[src/rtl/hssio_link_ctrl.sv]
// Bring-up sequencer and link monitor for the native-mode HSSIO TX/RX loopback pair.
// Steps PLL/reset -> delay ready -> VTC -> settle, trains on a ramp, then watches the RX stream.
module hssio_link_ctrl #(
    parameter int unsigned NUM_BSC    = 3,
    parameter int unsigned TIMEOUT    = 65535,
    parameter int unsigned SETTLE     = 64,
    parameter int unsigned TRAIN_LEN  = 32,
    parameter int unsigned ERR_THRESH = 4
) (
    input  logic               clk,
    input  logic               reset,
    input  logic               pll_locked,
    input  logic               rst_seq_done,
    input  logic [NUM_BSC-1:0] dly_rdy,
    input  logic [NUM_BSC-1:0] vtc_rdy,
    output logic [NUM_BSC-1:0] en_vtc,
    input  logic [7:0]         usr_data,
    output logic [7:0]         tx_data,
    input  logic               fifo_empty,
    output logic               fifo_rd_en,
    input  logic               rx_valid,
    input  logic [7:0]         rx_data,
    input  logic               retrain,
    output logic               link_up,
    output logic               timeout,
    output logic [2:0]         state,
    output logic [15:0]        err_cnt
);

    localparam int unsigned TMR_MAX = (TIMEOUT > SETTLE) ? TIMEOUT : SETTLE;
    localparam int unsigned TMR_W   = $clog2(TMR_MAX + 1);
    localparam int unsigned GOOD_W  = $clog2(TRAIN_LEN + 1);
    localparam int unsigned BAD_W   = $clog2(ERR_THRESH + 1);

    localparam logic [2:0] S_RST      = 3'd0;
    localparam logic [2:0] S_WAIT_PLL = 3'd1;
    localparam logic [2:0] S_WAIT_DLY = 3'd2;
    localparam logic [2:0] S_WAIT_VTC = 3'd3;
    localparam logic [2:0] S_SETTLE   = 3'd4;
    localparam logic [2:0] S_TRAIN    = 3'd5;
    localparam logic [2:0] S_RUN      = 3'd6;
    localparam logic [2:0] S_FAIL     = 3'd7;

    logic [2:0]        state_nx;
    logic [TMR_W-1:0]  tmr;
    logic [GOOD_W-1:0] good_cnt;
    logic [BAD_W-1:0]  bad_cnt;
    logic              seeded;
    logic [7:0]        prev_byte;

    logic              state_chg_c;
    logic              tmo_hit_c;
    logic              settle_done_c;
    logic              rx_active_c;
    logic              rx_fire_c;
    logic              rx_chk_c;
    logic              rx_match_c;
    logic [7:0]        exp_byte_c;
    logic              vtc_on_c;

    // RX datapath qualifiers: a byte is only consumed when the FIFO actually has one
    always_comb begin
        rx_active_c   = (state == S_TRAIN) || (state == S_RUN);
        fifo_rd_en    = ~fifo_empty & rx_active_c;
        rx_fire_c     = rx_valid & ~fifo_empty & rx_active_c;
        rx_chk_c      = rx_fire_c & seeded;
        exp_byte_c    = prev_byte + 8'd1;
        rx_match_c    = (rx_data == exp_byte_c);
        tmo_hit_c     = (tmr == TMR_W'(TIMEOUT - 1));
        settle_done_c = (tmr == TMR_W'(SETTLE - 1));
    end

    // Next-state logic; retrain overrides every other transition
    always_comb begin
        state_nx = state;
        case (state)
            S_RST:      state_nx = S_WAIT_PLL;
            S_WAIT_PLL: begin
                if (pll_locked && rst_seq_done) state_nx = S_WAIT_DLY;
                else if (tmo_hit_c)             state_nx = S_FAIL;
            end
            S_WAIT_DLY: begin
                if (!pll_locked)     state_nx = S_RST;
                else if (&dly_rdy)   state_nx = S_WAIT_VTC;
                else if (tmo_hit_c)  state_nx = S_FAIL;
            end
            S_WAIT_VTC: begin
                if (!pll_locked)     state_nx = S_RST;
                else if (&vtc_rdy)   state_nx = S_SETTLE;
                else if (tmo_hit_c)  state_nx = S_FAIL;
            end
            S_SETTLE: begin
                if (!pll_locked)        state_nx = S_RST;
                else if (settle_done_c) state_nx = S_TRAIN;
            end
            S_TRAIN: begin
                if (!pll_locked)                            state_nx = S_RST;
                else if (good_cnt == GOOD_W'(TRAIN_LEN))    state_nx = S_RUN;
                else if (tmo_hit_c)                         state_nx = S_FAIL;
            end
            S_RUN: begin
                if (!pll_locked)                            state_nx = S_RST;
                else if (bad_cnt == BAD_W'(ERR_THRESH))     state_nx = S_TRAIN;
            end
            S_FAIL:     state_nx = S_FAIL;
            default:    state_nx = S_RST;
        endcase
        if (retrain) state_nx = S_RST;
    end

    always_comb begin
        state_chg_c = (state_nx != state);
        vtc_on_c    = (state_nx == S_WAIT_VTC) || (state_nx == S_SETTLE) ||
                      (state_nx == S_TRAIN)    || (state_nx == S_RUN);
    end

    // State register, per-state timer and registered outputs
    always_ff @(posedge clk) begin
        if (reset) begin
            state    <= S_RST;
            tmr      <= '0;
            en_vtc   <= '0;
            link_up  <= 1'b0;
            timeout  <= 1'b0;
            tx_data  <= 8'd0;
        end else begin
            state    <= state_nx;
            if (state_chg_c)      tmr <= '0;
            else if (tmr != '1)   tmr <= tmr + TMR_W'(1);
            en_vtc   <= vtc_on_c ? '1 : '0;
            link_up  <= (state_nx == S_RUN);
            // FAIL is only ever reached through a timeout
            timeout  <= (state_nx == S_FAIL);
            if (state_nx == S_TRAIN)
                tx_data <= (state == S_TRAIN) ? tx_data + 8'd1 : 8'd0;
            else if (state_nx == S_RUN)
                tx_data <= usr_data;
            else
                tx_data <= 8'd0;
        end
    end

    // RX stream checker: first byte after state entry seeds, expected always reseeds
    always_ff @(posedge clk) begin
        if (reset) begin
            seeded    <= 1'b0;
            prev_byte <= 8'd0;
            good_cnt  <= '0;
            bad_cnt   <= '0;
        end else if (state_chg_c) begin
            seeded    <= 1'b0;
            good_cnt  <= '0;
            bad_cnt   <= '0;
        end else if (rx_fire_c) begin
            seeded    <= 1'b1;
            prev_byte <= rx_data;
            if (rx_chk_c && state == S_TRAIN) begin
                if (!rx_match_c)                            good_cnt <= '0;
                else if (good_cnt != GOOD_W'(TRAIN_LEN))    good_cnt <= good_cnt + GOOD_W'(1);
            end
            if (rx_chk_c && state == S_RUN) begin
                if (rx_match_c)                             bad_cnt <= '0;
                else if (bad_cnt != BAD_W'(ERR_THRESH))     bad_cnt <= bad_cnt + BAD_W'(1);
            end
        end
    end

    // Lifetime mismatch count, cleared only while sitting in RST
    always_ff @(posedge clk) begin
        if (reset) begin
            err_cnt <= 16'd0;
        end else if (state == S_RST) begin
            err_cnt <= 16'd0;
        end else if (rx_chk_c && state == S_RUN && !rx_match_c && err_cnt != 16'hFFFF) begin
            err_cnt <= err_cnt + 16'd1;
        end
    end

endmodule

[config.mk]
export PLATFORM = sky130hd
export DESIGN_NAME = hssio_link_ctrl
export DESIGN_NICKNAME = d
export VERILOG_FILES = /design/src/rtl/hssio_link_ctrl.sv
export SDC_FILE = /design/constraint.sdc
export NUM_CORES = 1
export LEC_CHECK = 0
export CAP_MARGIN = 20
export CORE_UTILIZATION = 40
export CTS_BUF_LIST = sky130_fd_sc_hd__clkbuf_2
export DETAILED_ROUTE_END_ITERATION = 12
export HOLD_SLACK_MARGIN = 0.1
export PLACE_DENSITY = 0.63
export SLEW_MARGIN = 15
export SYNTH_ARGS = -nofsm -noshare
export SYNTH_HDL_FRONTEND = slang
export SYNTH_SLANG_ARGS = --single-unit
[constraint.sdc]
create_clock -name clk -period 5.8 [get_ports clk]
set_input_delay 0.58 -clock clk [delete_from_list [all_inputs] [get_ports clk]]
set_output_delay 0.58 -clock clk [all_outputs]
set_load 0.03 [all_outputs]
Yosys cells after proc, flatten, opt, wreduce, memory -nomap -nowiden
Index checks and enable logic that the tools add are counted.

Register bits: 66. Bits of input ports: 29. Output and inout bits: 33.

Add/subtract/negate cells: 6. Eq/ne operators: 23. Muxes and demuxes: 22. Bitwise operators: 6. Reduce and logical (&&, ||, !) cells: 19.

Operators with widths (count): $mux 3 (16); $add 16x1->16 const B (2); $ne 16x16->1 const B (2); $eq 3x3->1 const B (9); $mux 8 (3); $pmux 3 s8 (1); $add 8x1->8 const B (2); $eq 16x16->1 const B (1); $eq 16x6->1 const B (1); $mux 6 (2); $reduce_and 3->1 (4); $eq 3x2->1 const B (3); $eq 8x8->1 (1); $add 6x1->6 const B (1); $eq 6x6->1 const B (1); $ne 6x6->1 const B (1); $logic_and 1x1->1 (5); $and 1x1->1 (4); $logic_or 1x1->1 (4); $reduce_or 2->1 (2); $add 3x1->3 const B (1); $eq 3x1->1 const B (1); $logic_not 3->1 (1); $ne 3x3->1 (1); 6 further kinds (7).

Depth between registers and ports, before layout
Gate-level depths: netlist of run 1.

Depth after elaboration: 11. Gate-level depth with buffers: 10. Depth with buffers taken out: 9.

Least setup slack after synthesis of run 1
OpenSTA, ideal clock, no wires.

Path type: flip-flop to flip-flop. From: register state[2]. To: register prev_byte[0]. Data arrival time: 2773 ps. Setup slack: 2899 ps. Stages on the path, launching flop included: 9. Buffers on the path: 2. Period minus slack after synthesis: 2901 ps. Cells stage by stage: dfxtp_1 > clkbuf_1 > nor3b_1 > nand2_1 > a2111oi_0 > and3b_1 > buf_4 > mux2i_1 > nor2_1.

Cells in the longest elaborated chain, start to end: 8. Elaborated cells between the ends (all ways): 27. Classes of those cells: 8 x eq/ne; 14 x mux; 2 x bitwise; 3 x reduce/logical.

Ends and longest elaborated chain: start, declared (RTL line 26) `output logic [2:0] state,`; start signal, assigned (RTL line 127) `state <= state_nx;`; $mux 3; $mux 3 (on tied branches) (RTL line 98, 84, 89); $mux 3 (on tied branches) (RTL line 97, 83, 88); $pmux 3 s8 (RTL line 76) `case (state)`; $mux 3 (RTL line 108) `if (retrain) state_nx = S_RST;`; $ne 3x3->1 (RTL line 112) `state_chg_c = (state_nx != state);`; $not 1->1 (no line); $reduce_and 2->1 (no line) *; end signal, assigned (RTL line 156) `prev_byte <= rx_data;`; end, declared (RTL line 49) `logic [7:0] prev_byte;`.

Mark *: on every way between the ends. The rest lies on a longest branch, timed or not. A chain may end at the register's enable or synchronous reset.

Worst setup path after layout of run 1
From: register tmr[8]. To: register prev_byte[3].

Cells in the longest elaborated chain, start to end: 9. Elaborated cells between the ends (all ways): 17. Classes of those cells: 3 x eq/ne; 12 x mux; 1 x bitwise; 1 x reduce/logical.

Ends and longest elaborated chain: start, declared (RTL line 45) `logic [TMR_W-1:0] tmr;`; start signal, assigned (RTL line 129) `else if (tmr != '1) tmr <= tmr + TMR_W'(1);`; $eq 16x16->1 (RTL line 69) `tmo_hit_c = (tmr == TMR_W'(TIMEOUT - 1));`; $mux 3; $mux 3 (on tied branches) (RTL line 98, 84, 89); $mux 3 (on tied branches) (RTL line 97, 83, 88); $pmux 3 s8 * (RTL line 76); $mux 3 * (RTL line 108); $ne 3x3->1 * (RTL line 112); $not 1->1 (no line) *; $reduce_and 2->1 (no line) *.

Marked as above.

==> flow_metrics.tcl, run 1 <==
set metrics [dict create \
    status "finished, final reports clean" \
    clk_path_buf_depth 2 \
    power_switching_uw 186 \
    clk_latency_ps 490 \
    drive_above_1_share 0.0547 \
    drc 0 \
    muxShareOfSynthArea 0.0280 \
    io_pins 62 \
    cp_max_fo 8 \
    cts.reportedPaths.clkPinSlew_ps 160 \
    pre_cts_slack_ps 2390 \
    rsz0062_at_grt "false" \
    wl_mm 8.60 \
    power_frac_clock 0.335 \
    hold_path_class "reg -> reg" \
    tightest_slew_ps 927 \
    grt_first_pass_wirelength_mm 14.0 \
    p_leak_uw 0.00133 \
    drtIter0Drc 179 \
    rows 34 \
    crit_chain "nand4_1 -> nor4_1 -> o22ai_1 -> a2111oi_0 -> and3b_1 -> mux2i_1 -> nor2_1" \
    p_int_uw 566 \
    numPlacedInstances 587 \
    end_kind "flop" \
    fp.dieW_um 96.5 \
    synth_compound_area_frac 0.149 \
    synth_top_family_by_area "simple AND/OR/NAND/NOR gates" \
    die_y_um 96.5 \
    clock_sinks 64 \
    combinationalPowerShare 0.072 \
    sw_frac_of_total 0.247 \
    crit_required_ps 6160 \
    setup_viol 0 \
    nets 528 \
    post_cts_resized 0 \
    relSlewSlack 0.377 \
    drv_cap 0 \
    setup_ws_ps 2640 \
    fin_util 0.498 \
    synthDistinctLibCells 63 \
    p_per_area_nw_per_um2 174 \
    synth_cells 436 \
    p_seq_frac 0.593 \
    grt_pass1_vias 3018 \
    diodes 0 \
    grt_usage 0.193 \
    ant_nets 0 \
    syn-cell-area_sq_um 3570 \
    cts_buffers 9 \
    antenna_found_initial 0 \
    core_sq_um 8680 \
    cpMaxStageDelayCell "nor4_1" \
    dieArea_sq_um 9320 \
    dr.pass1.iters 4 \
    seq_area_frac_synth 0.359 \
    vdd_drop_max_mv 0.122 \
    slowest_delay_ps 760 \
    ys_async_sr_fraction 0 \
    fin_crit_sh 0.545 \
    period_needed_ps 3160 \
    postCtsSetupRepairBufs 0 \
    syn2layout_area_growth_pct 20.9 \
    cts_tree "yes" \
    stdcell_count 602 \
    cts-root-buf "clkbuf_2" \
    arrival_ps 3530 \
    syn_nets 474 \
    yosys.area_share.simple 0.301 \
    vias 3310 \
    avgSynthCellArea_sq_um 8.20 \
    start_util 0.412 \
    finClkSkew_ps 22.1 \
    hold_viol 0 \
    grt_max_degree 28 \
    yosysWarnings 0 \
    port-buffer-count 61 \
    ys_ff_latch 64 \
    grt_overflow_total 0 \
    htree_levels 3 \
    vias_per_cell 5.50 \
    crit_path_start_kind "flop" \
    gpl.final_weighted_congestion 0.805 \
    synth_edf_count 0 \
    clock.fmax_ghz 0.316 \
    tns_ps 0 \
    synth_xor_area_frac 0.0907 \
    cts_hold_buf 0 \
    synth-main-ff-cell "dfxtp_1" \
    dp.final_hpwl_mm 6.24 \
    path_class "reg -> reg" \
    synth-adder-area-share 0.0315 \
    slew_violations 0 \
    wl_per_cell_um 14.3 \
]
area by class of cell:
| type | instances | area (sq um) |
|---|---|---|
| clock buffer | 10 | 50.0 |
| clock inverter | 5 | 48.8 |
| fill | 873 | 4360 |
| inverter | 11 | 41.3 |
| multi-input combinational | 342 | 2150 |
| sequential | 64 | 1280 |
| tap | 108 | 135 |
| timing repair buffer | 62 | 618 |
synth_stat cells, types with 4 or more instances:
cell type  count  area (sq um)
nand4_1       15          93.8
o21ai_0       15          75.1
mux2i_1       10           100
inv_1         11          41.3
nor3_1        17          85.1
ha_1           9           113
nand2b_1       6          37.5
nand2_1       34           128
clkbuf_1       9          33.8
a22oi_1        7          52.6
dfxtp_1       64          1280
and2_1         4          25.0
a21oi_1       15          75.1
and3_1         5          31.3
xnor2_1       22           193
xor2_1        15           131
o211ai_1       4          30.0
a21boi_0       4          30.0
nand3_1       25           125
or3_1          5          31.3
buf_2          4          20.0
nor2_1        63           236
nor4_1         8          50.1
a31oi_1        6          37.5
nor2b_1        4          25.0
nor3b_1        4          30.0
worst paths after layout:
path                                          start                   endpoint  slack, ps  depth (start not counted)
worst max-delay path            tmr[8]$_SDFFE_PP0P_  prev_byte[3]$_SDFFE_PP0P_       2640                          7
worst min-delay path            seeded$_SDFFE_PP0P_        seeded$_SDFFE_PP0P_        460                          2
worst max register to register  tmr[8]$_SDFFE_PP0P_  prev_byte[3]$_SDFFE_PP0P_       2640                          7
worst min register to register  seeded$_SDFFE_PP0P_        seeded$_SDFFE_PP0P_        460                          2
critical path, delay by kind of cell (launching register included):
family | cells | cell delay, ps
mux | 1 | 240
flops | 1 | 500
simple gates | 4 | 1590
compound gates | 2 | 720
per-layer routing:
metal / global-route usage / share of wire / wire length (um)
met5: 0 / 0 / 0
met4: 0.0613 / 0.013 / 114
met3: 0.0454 / 0.034 / 291
met2: 0.324 / 0.48 / 4170
met1: 0.243 / 0.47 / 4020
placed cells by master, fill, tap and decap left out, types with 6 or more instances in the layout:
master	instances
nor2_1	63
nand3_1	25
nor3_1	17
clkbuf_2	10
clkdlybuf4s50_1	61
xnor2_1	22
a21oi_1	15
inv_1	11
xor2_1	15
a31oi_1	6
nand4_1	15
a22oi_1	7
dfxtp_1	64
nand2b_1	6
ha_1	9
nor4_1	8
o21ai_0	15
nand2_1	34
mux2i_1	10
per-stage QoR:
stage | cell area (sq um) | hold WS [ps] | total power [uW]
final | 4320 | 461 | 752
after global routing | 4320 | 510 | 792
after CTS | 4320 | 466 | 763
after detailed placement | 4220 | 445 | 510
after global placement | 4220 | 438 | 509
after floorplan | 3570 | 426 | 480
registers in the layout (all words and copies together), names as in the netlist:
signal	count
tmr	16
seeded	1
timeout	1
tx_data	8
bad_cnt	3
state	3
good_cnt	6
prev_byte	8
err_cnt	16
en_vtc	1
link_up	1
power by group through the flow:
stage                     clock (uW)  combinational (uW)  sequential [uW]
after floorplan                    0                26.8              454
after global placement             0                53.6              455
after detailed placement           0                54.1              456
after CTS                        262                54.4              446
after global routing             286                58.8              447
final                            252                54.1              446
cells by family after synthesis:
family | Yosys count
DFF | 64
adders and majority gates | 9
xor gates and xnor gates | 37
AOI/OAI and AO/OA | 76
buffers and inverters | 30
and+or+nand+nor | 210
muxes | 10
No activity file was read; power rests on OpenSTA's default activity.
==> run 2: changes to the inputs <==
Settings changed: PLACE_DENSITY 0.63 to 0.66.
Clock period 5.8 ns to 2.65 ns, I/O delays scaled along.
==> run 2 against run 1 <==
Compared with the run above: sequential power increased by 120%; routed wire length decreased by 3.6%; hold slack got worse by 64 ps; non-clock buffer count increased by 13; first-iteration DRC count decreased by 12%; combinational power increased by 140%; die area unchanged; count of clock-buffer cells in the layout unchanged.
==> flow_metrics.tcl, run 2 (synthesis gave the netlist of run 1 again) <==
set metrics [dict create \
    status "finished, final reports clean" \
    vias 3324 \
    setup_ws_ps 162 \
    grt_overflow_total 0 \
    crit_chain "nand2_1 -> o21a_1 -> or4_4 -> a2111oi_4 -> buf_12 -> nor3b_2 -> nand2_1 -> a31oi_1" \
    grt_usage 0.190 \
    dp.final_hpwl_mm 6.13 \
    crit_path_start_kind "flop" \
    fillers 854 \
    ant_nets 0 \
    slowest_delay_ps 530 \
    drive_above_1_share 0.0947 \
    grt_first_pass_wirelength_mm 13.8 \
    hold_viol 0 \
    gpl.final_weighted_congestion 0.862 \
    final_cell_mix "63 x nor2_1, 60 x clkdlybuf4s50_1, 58 x dfxtp_1" \
    reg.largest.list "err_cnt: 16 flops, tmr: 16 flops" \
    holdWs_ps 397 \
    cts_buffers 9 \
    dieArea_sq_um 9320 \
    clk_latency_ps 500 \
    drtIter0Drc 158 \
    path_class "reg -> reg" \
    wl_per_cell_um 13.5 \
    clk_path_buf_depth 2 \
    dr.pass1.iters 4 \
    htree_levels 3 \
    postCtsSetupRepairBufs 0 \
    cts-root-buf "clkbuf_2" \
    crit_top_cell "nand2_1" \
    end_kind "flop" \
    pre_cts_slack_ps 78.8 \
    grt_max_degree 28 \
    start_util 0.412 \
    cpMaxStageDelayCell "or4_4" \
    grt_pass1_vias 3071 \
    finClkSkew_ps 23.3 \
    diodes 0 \
    tns_ps 0 \
    cts.reportedPaths.clkPinSlew_ps 170 \
    tightest_slew_ps 714 \
    regArea_sq_um 1290 \
    relSlewSlack 0.520 \
    cp_max_fo 27 \
    rows 34 \
    multi_input_area_sq_um 2150 \
    p_leak_uw 0.00142 \
    fin_area_sq_um 4450 \
    rsz0062_at_grt "false" \
    setup_viol 0 \
    mostFrequentLayoutCell "nor2_1" \
    clock.fmax_ghz 0.402 \
    vdd_drop_max_mv 0.203 \
    fp.dieW_um 96.5 \
    hold_path_class "in -> reg" \
    drv_cap 0 \
    slew_violations 0 \
    io_pins 62 \
    port-buffer-count 61 \
    vias_per_cell 5.40 \
    syn2layout_area_growth_pct 24.5 \
    antenna_found_initial 0 \
    period_needed_ps 2490 \
    p_per_area_nw_per_um2 351 \
    nets 541 \
    core_sq_um 8680 \
    drc 0 \
    arrival_ps 2900 \
    fin_crit_sh 0.939 \
    die_y_um 96.5 \
    cts_tree "yes" \
    wl_mm 8.28 \
    p_total_uw 1560 \
    clock_sinks 64 \
    crit_required_ps 3060 \
    place_area_sq_um 4360 \
]
-- run 2: changes by cell type in the layout (fill, tap and decap cells not counted), sizes merged --
cell           previous run  this run
buf                       1        14
bufinv                    1         0
clkdlybuf4s50            61        60
clkinv                    4         5
dlymetal6s2s              0         1
-- run 2: final timing paths --
kind                            depth (start not counted)                      start                       end  slack (ps)
worst min-delay path                                    3                usr_data[0]     tx_data[0]$_SDFF_PP0_         400
worst max-delay path                                    8  prev_byte[0]$_SDFFE_PP0P_  good_cnt[1]$_SDFFE_PP0P_         160
worst max register to register                          8  prev_byte[0]$_SDFFE_PP0P_  good_cnt[1]$_SDFFE_PP0P_         160
worst min register to register                          2        seeded$_SDFFE_PP0P_       seeded$_SDFFE_PP0P_         460
-- run 2: critical path: cells and delay by family, from the launching register on --
kind | cells | cell delay (ps)
DFF | 1 | 450
AOI/OAI and AO/OA | 3 | 760
buffers and inverters | 1 | 210
and+or+nand+nor | 4 | 1000
-- run 2: per-stage QoR --
stage                     std cells   util
after floorplan                 436      -
after global placement          600  0.503
after detailed placement        600  0.503
after CTS                       615  0.511
after global routing            615  0.513
final                           615  0.513
-- run 2: layer usage --
layer / GRT usage / vias to the layer above / wire length (um)
li1: - / 1700 / -
met1: 0.230 / 1534 / 3730
met2: 0.325 / 83 / 4020
met3: 0.0595 / 7 / 467
met4: 0.0527 / 0 / 70
met5: 0 / - / 0
-- run 2: what timing repair did --
| item | CTS | global route |
|---|---|---|
| gates resized for setup | 0 | 8 |
| hold buffers | 0 | 0 |
| endpoints found under the setup margin | 0 | 11 |
-- run 2: layout make-up --
cell class                      count  share of cell area
Clock buffer                       10              0.0113
Clock inverter                      5             0.00563
Inverter                           11             0.00928
Multi-Input combinational cell    342               0.484
Sequential cell                    64               0.290
Tap cell                          108              0.0304
Timing Repair Buffer               75               0.170
-- run 2: where the power goes --
group          leakage, uW  switching (uW)  internal [uW]  total [uW]
sequential        0.000519            6.09            967         973
clock            0.0000611             343            115         458
combinational     0.000844            61.1           70.7         132
total              0.00142             410           1150        1560
==> run 3: changes to the inputs <==
Settings changed: PLACE_DENSITY 0.66 to unset, PLACE_DENSITY_LB_ADDON set to 0.1, SKIP_LAST_GASP set to 1.
==> run 3 against run 2 <==
Compared with the run above: largest cell class unchanged; combinational power is essentially flat; non-clock buffer count decreased by 1; power is 0.52% lower; flip-flop and latch count unchanged; design area is essentially flat; die area unchanged; count of clock-buffer cells in the layout fell by 1; routed wire length rose by 0.70%; hold slack worse by 13 ps; global-route usage decreased by 0.99 points; critical path type unchanged; setup slack better by 17 ps; first-iteration DRC count down 10%.
==> flow_metrics.tcl, run 3 (synthesis gave the netlist of run 1 again) <==
set metrics [dict create \
    status "finished, final reports clean" \
    mostFrequentLayoutCell "nor2_1" \
    fillers 852 \
    hold_path_class "in -> reg" \
    relSlewSlack 0.520 \
    sw_frac_of_total 0.265 \
    period_needed_ps 2470 \
    numPlacedInstances 599 \
    stdcell_count 613 \
    p_per_area_nw_per_um2 349 \
    fin_crit_sh 0.932 \
    multi_input_area_sq_um 2170 \
    hold_depth 3 \
    arrival_ps 2910 \
    wl_per_cell_um 13.6 \
    power_switching_uw 412 \
    clock_sinks 64 \
    cts_buffers 9 \
    grt_pass1_vias 2880 \
    vias 3314 \
    wl_mm 8.34 \
    dieArea_sq_um 9320 \
    hold_viol 0 \
    tightest_slew_ps 714 \
    port-buffer-count 61 \
    r2r_end "good_cnt[2]$_SDFFE_PP0P_" \
    postCtsSetupRepairBufs 0 \
    crit_chain "nand3_2 -> o21a_1 -> or4_4 -> a2111oi_4 -> buf_12 -> nor3b_2 -> nand3b_1 -> a31oi_1" \
    drc 0 \
    crit_required_ps 3090 \
    die_y_um 96.5 \
    antenna_found_initial 0 \
    setup_viol 0 \
    crit_path_start_kind "flop" \
    cts_hold_buf 0 \
    combinationalPowerShare 0.086 \
    grt_first_pass_wirelength_mm 13.0 \
    dp.final_hpwl_mm 6.10 \
    cts-root-buf "clkbuf_2" \
    ant_nets 0 \
    grt_overflow_total 0 \
    clock.fmax_ghz 0.405 \
    slowest_delay_ps 530 \
    p_int_uw 1140 \
    p_total_uw 1550 \
    vdd_drop_max_mv 0.276 \
    drv_cap 0 \
    start_util 0.412 \
    post_cts_resized 0 \
    rows 34 \
    end_kind "flop" \
    htree_levels 3 \
    clk_latency_ps 510 \
    cts_tree "yes" \
    cp_num_buf_inv 1 \
    path_class "reg -> reg" \
    dr.pass1.iters 4 \
    nets 540 \
    regArea_sq_um 1280 \
    grt_usage 0.181 \
    drtIter0Drc 142 \
    vias_per_cell 5.41 \
    r2r_cells 8 \
    path_depth 8 \
    reg.largest.list "err_cnt: 16 flops, tmr: 16 flops" \
    final_cell_mix "63 x nor2_1, 62 x dfxtp_1, 61 x clkdlybuf4s50_1" \
    critPathLaunch "prev_byte[4]$_SDFFE_PP0P_" \
    io_pins 62 \
    power_frac_clock 0.289 \
    clk_path_buf_depth 2 \
    grt_max_degree 28 \
    r2r_setup_slack_ps 180 \
    cp_max_fo 27 \
    tns_ps 0 \
    crit_family "simple AND/OR/NAND/NOR gates" \
    setup_ws_ps 179 \
    gpl.final_weighted_congestion 0.832 \
    pre_cts_slack_ps 34.5 \
    diodes 0 \
    p_seq_frac 0.625 \
    cpMaxStageDelayCell "or4_4" \
    slew_violations 0 \
    rsz0062_at_grt "false" \
    fp.dieW_um 96.5 \
    finClkSkew_ps 24.9 \
    endpoint "good_cnt[2]$_SDFFE_PP0P_" \
    rr_startpoint "prev_byte[4]$_SDFFE_PP0P_" \
    drive_above_1_share 0.0871 \
    cts.reportedPaths.clkPinSlew_ps 180 \
    p_leak_uw 0.00139 \
    syn2layout_area_growth_pct 24.4 \
    core_sq_um 8680 \
]
[run 3: power groups by stage]
stage	logic [uW]	registers [uW]	clock network, uW
2_1_floorplan	58.8	993	0
3_3_place_gp	131	992	0
3_5_place_dp	132	992	0
4_1_cts	133	973	481
5_1_grt	143	974	518
6_report	133	972	449
[run 3: per-layer routing]
| metal | global-route usage | part of all wire | vias up |
|---|---|---|---|
| li1 | - | - | 1699 |
| met1 | 0.222 | 0.47 | 1547 |
| met2 | 0.300 | 0.48 | 60 |
| met3 | 0.0454 | 0.033 | 8 |
| met4 | 0.0723 | 0.011 | 0 |
| met5 | 0 | 0 | - |
[run 3: worst reg2reg max path: stages, from the launching register on]
cell       delay (ps)
dfxtp_1           440
nand3_2           120
o21a_1            200
or4_4             530
a2111oi_4         390
buf_12            210
nor3b_2           250
nand3b_1          100
a31oi_1           160
[run 3: layout make-up]
class	count	share of cell area
multi-input combinational	342	0.488
sequential	64	0.289
timing repair buffer	74	0.168
tap	108	0.0304
clock buffer	9	0.0101
inverter	11	0.00929
clock inverter	5	0.00591
[run 3: worst min path at each step]
| stage | start | to |
|---|---|---|
| global route | rx_data[4] | prev_byte[4]$_SDFFE_PP0P_ |
| finish | usr_data[0] | tx_data[0]$_SDFF_PP0_ |
| CTS | rx_valid | seeded$_SDFFE_PP0P_ |
| global placement | seeded$_SDFFE_PP0P_ | seeded$_SDFFE_PP0P_ |
| floorplan | reset | state[0]$_SDFF_PP0_ |
| detailed placement | seeded$_SDFFE_PP0P_ | seeded$_SDFFE_PP0P_ |
[run 3: stage by stage]
stage / util / area [sq um] / hold WS, ps
finish: 0.512 / 4450 / 384
global route: 0.512 / 4450 / 378
CTS: 0.510 / 4430 / 349
detailed placement: 0.502 / 4350 / 455
global placement: 0.502 / 4350 / 438
floorplan: - / 3580 / 342
